<file path="config.mk">
export PLATFORM = sky130hd
export DESIGN_NAME = decode_stage_hs
export DESIGN_NICKNAME = d
export VERILOG_FILES = /design/src/rtl/decode_stage_hs_pkg.sv /design/src/rtl/decode_stage_hs_control_rom.sv /design/src/rtl/decode_stage_hs_regfile.sv /design/src/rtl/decode_stage_hs.sv
export SDC_FILE = /design/constraint.sdc
export NUM_CORES = 2
export LEC_CHECK = 0
export BUFFER_PORTS_ARGS = -buffer_cell sky130_fd_sc_hd__buf_2
export CORE_MARGIN = 2
export CORE_UTILIZATION = 62
export CTS_BUF_LIST = sky130_fd_sc_hd__clkbuf_4 sky130_fd_sc_hd__clkbuf_8 sky130_fd_sc_hd__clkbuf_16
export DETAILED_ROUTE_END_ITERATION = 16
export GPL_TIMING_DRIVEN = 1
export PLACE_DENSITY_LB_ADDON = 0.05
export SLEW_MARGIN = 40
export SYNTH_ARGS = -nofsm -noshare
export SYNTH_HDL_FRONTEND = slang
export SYNTH_HIERARCHICAL = 1
export SYNTH_SLANG_ARGS = --single-unit
</file>
<file path="constraint.sdc">
create_clock -name clk -period 3.2 [get_ports clk]
set_clock_uncertainty 0.05 [all_clocks]
set_input_delay 0.48 -clock clk [delete_from_list [all_inputs] [get_ports clk]]
set_output_delay 0.48 -clock clk [all_outputs]
set_load 0.005 [all_outputs]
</file>
<file path="src/rtl/decode_stage_hs_pkg.sv">
// RV32I decode types: control word, operand-mux selects, opcode map and
// per-opcode source-register usage tables.
package rv32i_types;

    typedef logic [31:0] rv32i_word;

    typedef enum logic [6:0] {
        OpLui   = 7'b0110111,
        OpAuipc = 7'b0010111,
        OpJal   = 7'b1101111,
        OpJalr  = 7'b1100111,
        OpBr    = 7'b1100011,
        OpLoad  = 7'b0000011,
        OpStore = 7'b0100011,
        OpImm   = 7'b0010011,
        OpReg   = 7'b0110011,
        OpFence = 7'b0001111,
        OpSys   = 7'b1110011
    } rv32i_opcode;

    typedef enum logic {Alu1Rs1, Alu1Pc} alumux1_sel_t;

    typedef enum logic [2:0] {
        Alu2IImm, Alu2UImm, Alu2BImm, Alu2SImm, Alu2JImm, Alu2Rs2
    } alumux2_sel_t;

    typedef enum logic {CmpRs2, CmpIImm} cmpmux_sel_t;

    typedef struct packed {
        logic [6:0]   opcode;
        logic [2:0]   aluop;
        logic         alu_alt;
        logic [2:0]   cmpop;
        logic         load_regfile;
        logic         mem_read;
        logic         mem_write;
        logic         is_load;
        alumux1_sel_t alumux1_sel;
        alumux2_sel_t alumux2_sel;
        cmpmux_sel_t  cmpmux_sel;
    } rv32i_control_word;

    function automatic logic is_rv32i_op(input logic [6:0] op);
        return op inside {OpLui, OpAuipc, OpJal, OpJalr, OpBr, OpLoad, OpStore,
                          OpImm, OpReg, OpFence, OpSys};
    endfunction

    function automatic logic rs1_used(input logic [6:0] op);
        return op inside {OpJalr, OpBr, OpLoad, OpStore, OpImm, OpReg};
    endfunction

    function automatic logic rs2_used(input logic [6:0] op);
        return op inside {OpBr, OpStore, OpReg};
    endfunction

endpackage

</file>
<file path="src/rtl/decode_stage_hs_control_rom.sv">
// Opcode-driven control ROM; unknown opcodes produce an all-zero word.
module rv32i_control_rom
    import rv32i_types::*;
(
    input  logic [6:0]        opcode,
    input  logic [2:0]        funct3,
    input  logic              funct7_5,
    output rv32i_control_word ctrl
);

    always_comb begin
        ctrl = '0;
        if (is_rv32i_op(opcode)) ctrl.opcode = opcode;
        case (opcode)
            OpLui: begin
                ctrl.load_regfile = 1'b1;
                ctrl.alumux2_sel  = Alu2UImm;
            end
            OpAuipc: begin
                ctrl.load_regfile = 1'b1;
                ctrl.alumux1_sel  = Alu1Pc;
                ctrl.alumux2_sel  = Alu2UImm;
            end
            OpJal: begin
                ctrl.load_regfile = 1'b1;
                ctrl.alumux1_sel  = Alu1Pc;
                ctrl.alumux2_sel  = Alu2JImm;
            end
            OpJalr: begin
                ctrl.load_regfile = 1'b1;
                ctrl.alumux2_sel  = Alu2IImm;
            end
            OpBr: begin
                ctrl.alumux1_sel = Alu1Pc;
                ctrl.alumux2_sel = Alu2BImm;
                ctrl.cmpop       = funct3;
                ctrl.cmpmux_sel  = CmpRs2;
            end
            OpLoad: begin
                ctrl.load_regfile = 1'b1;
                ctrl.mem_read     = 1'b1;
                ctrl.is_load      = 1'b1;
                ctrl.alumux2_sel  = Alu2IImm;
            end
            OpStore: begin
                ctrl.mem_write   = 1'b1;
                ctrl.alumux2_sel = Alu2SImm;
            end
            OpImm: begin
                ctrl.load_regfile = 1'b1;
                ctrl.aluop        = funct3;
                // Only srai carries funct7[5]; elsewhere those bits are immediate.
                ctrl.alu_alt      = (funct3 == 3'b101) && funct7_5;
                ctrl.cmpop        = funct3;
                ctrl.cmpmux_sel   = CmpIImm;
                ctrl.alumux2_sel  = Alu2IImm;
            end
            OpReg: begin
                ctrl.load_regfile = 1'b1;
                ctrl.aluop        = funct3;
                ctrl.alu_alt      = funct7_5;
                ctrl.cmpop        = funct3;
                ctrl.cmpmux_sel   = CmpRs2;
                ctrl.alumux2_sel  = Alu2Rs2;
            end
            default: ;
        endcase
    end

endmodule

</file>
<file path="src/rtl/decode_stage_hs_regfile.sv">
// Parametrised register file, x0 hardwired to zero, optional WB-to-read bypass.
module regfile_p #(
    parameter int unsigned XLEN      = 32,
    parameter int unsigned NREGS     = 32,
    parameter bit          WB_BYPASS = 1'b1,
    localparam int unsigned RA_W     = $clog2(NREGS)
) (
    input  logic            clk,
    input  logic            rst,
    input  logic            load,
    input  logic [RA_W-1:0] rd,
    input  logic [XLEN-1:0] wdata,
    input  logic [RA_W-1:0] src_a,
    input  logic [RA_W-1:0] src_b,
    output logic [XLEN-1:0] reg_a,
    output logic [XLEN-1:0] reg_b
);

    logic [XLEN-1:0] mem [NREGS];
    logic            hit_a;
    logic            hit_b;

    always_ff @(posedge clk) begin
        if (rst) begin
            for (int unsigned i = 0; i < NREGS; i++) mem[i] <= '0;
        end else if (load && rd != '0) begin
            mem[rd] <= wdata;
        end
    end

    assign hit_a = WB_BYPASS && load && rd != '0 && rd == src_a;
    assign hit_b = WB_BYPASS && load && rd != '0 && rd == src_b;

    assign reg_a = (src_a == '0) ? '0 : (hit_a ? wdata : mem[src_a]);
    assign reg_b = (src_b == '0) ? '0 : (hit_b ? wdata : mem[src_b]);

endmodule

</file>
<file path="src/rtl/decode_stage_hs.sv">
// RV32I decode stage with a valid/ready ID/EX register, load-use interlock,
// flush, WB bypass and illegal-opcode flagging.
module decode_stage_hs
    import rv32i_types::*;
#(
    parameter int unsigned XLEN      = 32,
    parameter int unsigned NREGS     = 32,
    parameter bit          WB_BYPASS = 1'b1,
    localparam int unsigned RA_W     = $clog2(NREGS)
) (
    input  logic              clk,
    input  logic              rst,
    input  logic              if_valid,
    output logic              if_ready,
    input  logic [XLEN-1:0]   if_pc,
    input  rv32i_word         if_instr,
    input  logic              wb_load,
    input  logic [RA_W-1:0]   wb_rd,
    input  logic [XLEN-1:0]   wb_data,
    input  logic              flush,
    input  logic              ex_ready,
    output logic              ex_valid,
    output logic [XLEN-1:0]   ex_pc,
    output rv32i_word         ex_instr,
    output rv32i_control_word ex_ctrl,
    output logic [XLEN-1:0]   ex_alu_a,
    output logic [XLEN-1:0]   ex_alu_b,
    output logic [XLEN-1:0]   ex_cmp_b,
    output logic [XLEN-1:0]   ex_rs1,
    output logic [XLEN-1:0]   ex_rs2,
    output logic              ex_illegal
);

    logic [RA_W-1:0]   src_a, src_b, ex_rd;
    logic [XLEN-1:0]   rs1_val, rs2_val;
    logic [XLEN-1:0]   i_imm, s_imm, b_imm, u_imm, j_imm;
    logic [XLEN-1:0]   alu_a, alu_b, cmp_b;
    rv32i_control_word rom_ctrl, ctrl;
    logic              illegal, advance, hz;

    assign src_a = if_instr[15 +: RA_W];
    assign src_b = if_instr[20 +: RA_W];
    assign ex_rd = ex_instr[7 +: RA_W];

    regfile_p #(
        .XLEN      (XLEN),
        .NREGS     (NREGS),
        .WB_BYPASS (WB_BYPASS)
    ) u_regfile (
        .clk   (clk),
        .rst   (rst),
        .load  (wb_load),
        .rd    (wb_rd),
        .wdata (wb_data),
        .src_a (src_a),
        .src_b (src_b),
        .reg_a (rs1_val),
        .reg_b (rs2_val)
    );

    rv32i_control_rom u_rom (
        .opcode   (if_instr[6:0]),
        .funct3   (if_instr[14:12]),
        .funct7_5 (if_instr[30]),
        .ctrl     (rom_ctrl)
    );

    assign illegal = !is_rv32i_op(if_instr[6:0]);
    assign ctrl    = illegal ? '0 : rom_ctrl;

    assign i_imm = XLEN'($signed(if_instr[31:20]));
    assign s_imm = XLEN'($signed({if_instr[31:25], if_instr[11:7]}));
    assign b_imm = XLEN'($signed({if_instr[31], if_instr[7], if_instr[30:25],
                                  if_instr[11:8], 1'b0}));
    assign u_imm = XLEN'($signed({if_instr[31:12], 12'h000}));
    assign j_imm = XLEN'($signed({if_instr[31], if_instr[19:12], if_instr[20],
                                  if_instr[30:21], 1'b0}));

    always_comb begin
        alu_a = (ctrl.alumux1_sel == Alu1Pc) ? if_pc : rs1_val;
        case (ctrl.alumux2_sel)
            Alu2IImm: alu_b = i_imm;
            Alu2UImm: alu_b = u_imm;
            Alu2BImm: alu_b = b_imm;
            Alu2SImm: alu_b = s_imm;
            Alu2JImm: alu_b = j_imm;
            default:  alu_b = rs2_val;
        endcase
        cmp_b = (ctrl.cmpmux_sel == CmpIImm) ? i_imm : rs2_val;
    end

    assign advance = !ex_valid || ex_ready;
    assign hz = ex_valid && ex_ctrl.is_load && ex_rd != '0 &&
                ((rs1_used(if_instr[6:0]) && ex_rd == src_a) ||
                 (rs2_used(if_instr[6:0]) && ex_rd == src_b));
    // Flush always drains fetch so the redirected stream can start next cycle.
    assign if_ready = flush || (advance && !hz);

    always_ff @(posedge clk) begin
        if (rst) begin
            ex_valid   <= 1'b0;
            ex_pc      <= '0;
            ex_instr   <= '0;
            ex_ctrl    <= '0;
            ex_alu_a   <= '0;
            ex_alu_b   <= '0;
            ex_cmp_b   <= '0;
            ex_rs1     <= '0;
            ex_rs2     <= '0;
            ex_illegal <= 1'b0;
        end else if (flush) begin
            ex_valid <= 1'b0;
        end else if (advance && if_valid && !hz) begin
            ex_valid   <= 1'b1;
            ex_pc      <= if_pc;
            ex_instr   <= if_instr;
            ex_ctrl    <= ctrl;
            ex_alu_a   <= alu_a;
            ex_alu_b   <= alu_b;
            ex_cmp_b   <= cmp_b;
            ex_rs1     <= rs1_val;
            ex_rs2     <= rs2_val;
            ex_illegal <= illegal;
        end else if (advance) begin
            ex_valid <= 1'b0;
        end
    end

endmodule
</file>
==> results.md <==
* Status: complete, no violations
* IO Pins at 357
* Crit. End Element: output pin
* Final Hold Fails at 0
* Ys flop type: edfxtp_1
* Die H at 332 µm
* Lkg Pwr at 28.8 nW
* Power Density at 531 nW/µm²
* Count leader, synth: edfxtp_1
* Cell Area, Synth at 66,900 µm²
* Ys async rst share at 0
* Clk slew on worst S/H paths at 60 ps
* Syn Area/Cell at 12.7 µm²
* Commonest cells post-synth: 1,024 x edfxtp_1, 968 x and2_1, 376 x clkbuf_1, 356 x mux4_2, 349 x a21oi_1
* Vias in the first global route at 48,916
* TritonCTS clock tree: built
* Max cap viols at 0
* Vias/cell at 7.08
* Worst path required time at 2670 ps
* GPL Wtd Cong at 0.967
* WP data arrival at 2590 ps
* Biggest area consumer among synthesized cells: edfxtp_1
* Final ANT Viol Nets at 0
* Netlist cell types at 89
* Total core area at 107,000 µm²
* Placed inst area at 72,400 µm²
* Worst hold path class: input port to register
* Nets at 5,805
* Largest net degree at the start of global routing at 118
* Fin crit period at 3120 ps
* Fmax at 321 MHz
* Total GRT Usage at 0.435
* Final max-slew violation count at 0
* Root Driver: clkbuf_16
* CTS buffer count at 138
* Post-synth EDFFs at 1,024
* # setup viols final at 0
* Register bit total from synthesis at 1,273
* GRT overflow at 0
* Num rows at 120
* Initial antenna violation count at 16
* Mapped Cells at 5,283
* Initial core utilization at 0.625
* DRT iter0 DRCs at 7,784
* Sink Count at 1,273
* # fillers at 7,193
* DR WL/cell at 33.5 µm
* Maximum VDD drop at 531 µV
* Worst Path Max Fanout at 7
* Global-route wire length before repair at 347,000 µm
* Port Buffers at 356
* Layout cells sized above 1 at 0.262
* Top post-synthesis cells by area: edfxtp_1 46%, mux4_2 12%, and2_1 9.1%
* Measured slew at the worst slew-check pin at 971 ps
* Final Cycle Share at 0.974
* HPWL Detailed at 163,000 µm
* Overall routed net length at 242,000 µm
* TNS Setup at 0 ps
* Design Power at 41.0 mW
* Area of the die at 111,000 µm²
* Seq/Total Area, Yosys at 0.534
* Design area at 77,400 µm²
* Detailed Routing Iterations Pass 1 at 6
* Depth of the CTS H-tree at 4
* Die W at 332 µm
* Area Growth Syn to Fin at 15.7%
* Top-area cell type share of the netlist area at 0.460
* Unrepaired setup endpoints after global routing: no
* Startpoint Class: input port
* Ys Warns at 6
* Max-slew headroom at 0.349
* Worst-skew pair later-pin latency at 770 ps
* WS Path Type: input port to output pin
* Clock buffer depth at 3
* R2R setup slack at 350 ps
* Via Count at 51,120
* DRC viols at 0
==> layout by cell type, fill, tap and decap left out, types with 36 or more instances in the layout <==
cell / count
and2_1: 969
nand2_1: 187
mux4_2: 356
a211oi_1: 86
buf_12: 92
a22oi_1: 76
nor3_1: 46
mux2i_1: 334
a221oi_1: 36
dfxtp_1: 249
dlygate4sd3_1: 45
edfxtp_1: 1024
o21ai_0: 175
a21oi_1: 348
o22ai_1: 46
nor2_1: 42
mux2_2: 36
buf_2: 346
buf_4: 335
a311oi_1: 44
clkbuf_16: 147
nand3_1: 182
==> state kept, by name, summed over array words and instances, names as in the netlist <==
register,cells
u_regfile/mem,1024
ex_alu_a,32
ex_alu_b,32
ex_cmp_b,32
ex_instr,32
ex_pc,32
ex_rs1,32
ex_rs2,32
ex_ctrl,23
ex_illegal,1
ex_valid,1
==> path summary, 6_finish.rpt <==
check | start | end | cells after the start
max | if_instr[0] | if_ready | 9
min | if_instr[25] | ex_instr[25] | 3
max reg2reg | u_regfile/mem[31][18] | ex_alu_a[18] | 9
min reg2reg | ex_pc[26] | ex_pc[26] | 2
==> kinds of logic (layout without fill, tap and decap cells) <==
group | Yosys count | count (layout) | share of synthesized area
buffers and inverters | 606 | 1102 | 0.0417
DFF | 1273 | 1273 | 0.534
muxes | 738 | 738 | 0.180
other | 1 | 40 | 0.0000561
xor gates and xnor gates | 22 | 22 | 0.00288
and+or+nand+nor | 1626 | 1626 | 0.140
AOI/OAI and AO/OA | 1017 | 1017 | 0.101
==> worst max-delay path, stage by stage <==
cell and delay (ps):
dlygate4sd3_1 560, clkbuf_4 210, nand3b_1 130, or4_4 560, nor4_4 240, o21ai_0 130
nand2_1 90, nand3b_1 60, buf_2 130
==> per-stage QoR <==
step | instances | setup WS (ps) | util | hold WS [ps]
floorplan | 5314 | 360 | - | 416
global placement | 6914 | -270 | 0.676 | 407
detailed placement | 6914 | -288 | 0.676 | 413
CTS | 7211 | 90.2 | 0.722 | 8.77
global route | 7216 | 16.6 | 0.723 | 27.0
finish | 7221 | 82.0 | 0.723 | 32.5
==> area by class of cell <==
type | count | area (µm²) | area share
clock buffers | 178 | 3960 | 0.0511
well taps | 1403 | 1760 | 0.0227
inverters | 22 | 82.6 | 0.00107
clock inverters | 74 | 541 | 0.00699
flip-flops and latches | 1273 | 35700 | 0.462
multi-input cells | 3435 | 28600 | 0.370
repair buffers | 828 | 6660 | 0.0860
diodes | 8 | 20.0 | 0.000259
==> timing repair <==
item | 4_1_cts | 5_1_grt
buffers inserted | 0 | 2
gates resized for setup | 0 | 2
hold endpoints to repair | 74 | 0
setup endpoints to repair | 0 | 1
hold buffers | 45 | 0
==> routing by layer <==
metal	track usage	part of all wire	vias to the layer above
li1	-	-	20923
met1	0.578	0.35	25280
met2	0.650	0.44	4177
met3	0.149	0.15	726
met4	0.197	0.052	14
met5	0	0.00042	-
==> power breakdown <==
group | switching [mW] | internal [mW]
clock network | 6.74 | 9.21
logic | 3.52 | 2.29
registers | 0.511 | 18.8
Power figures use the tool's default switching activity.
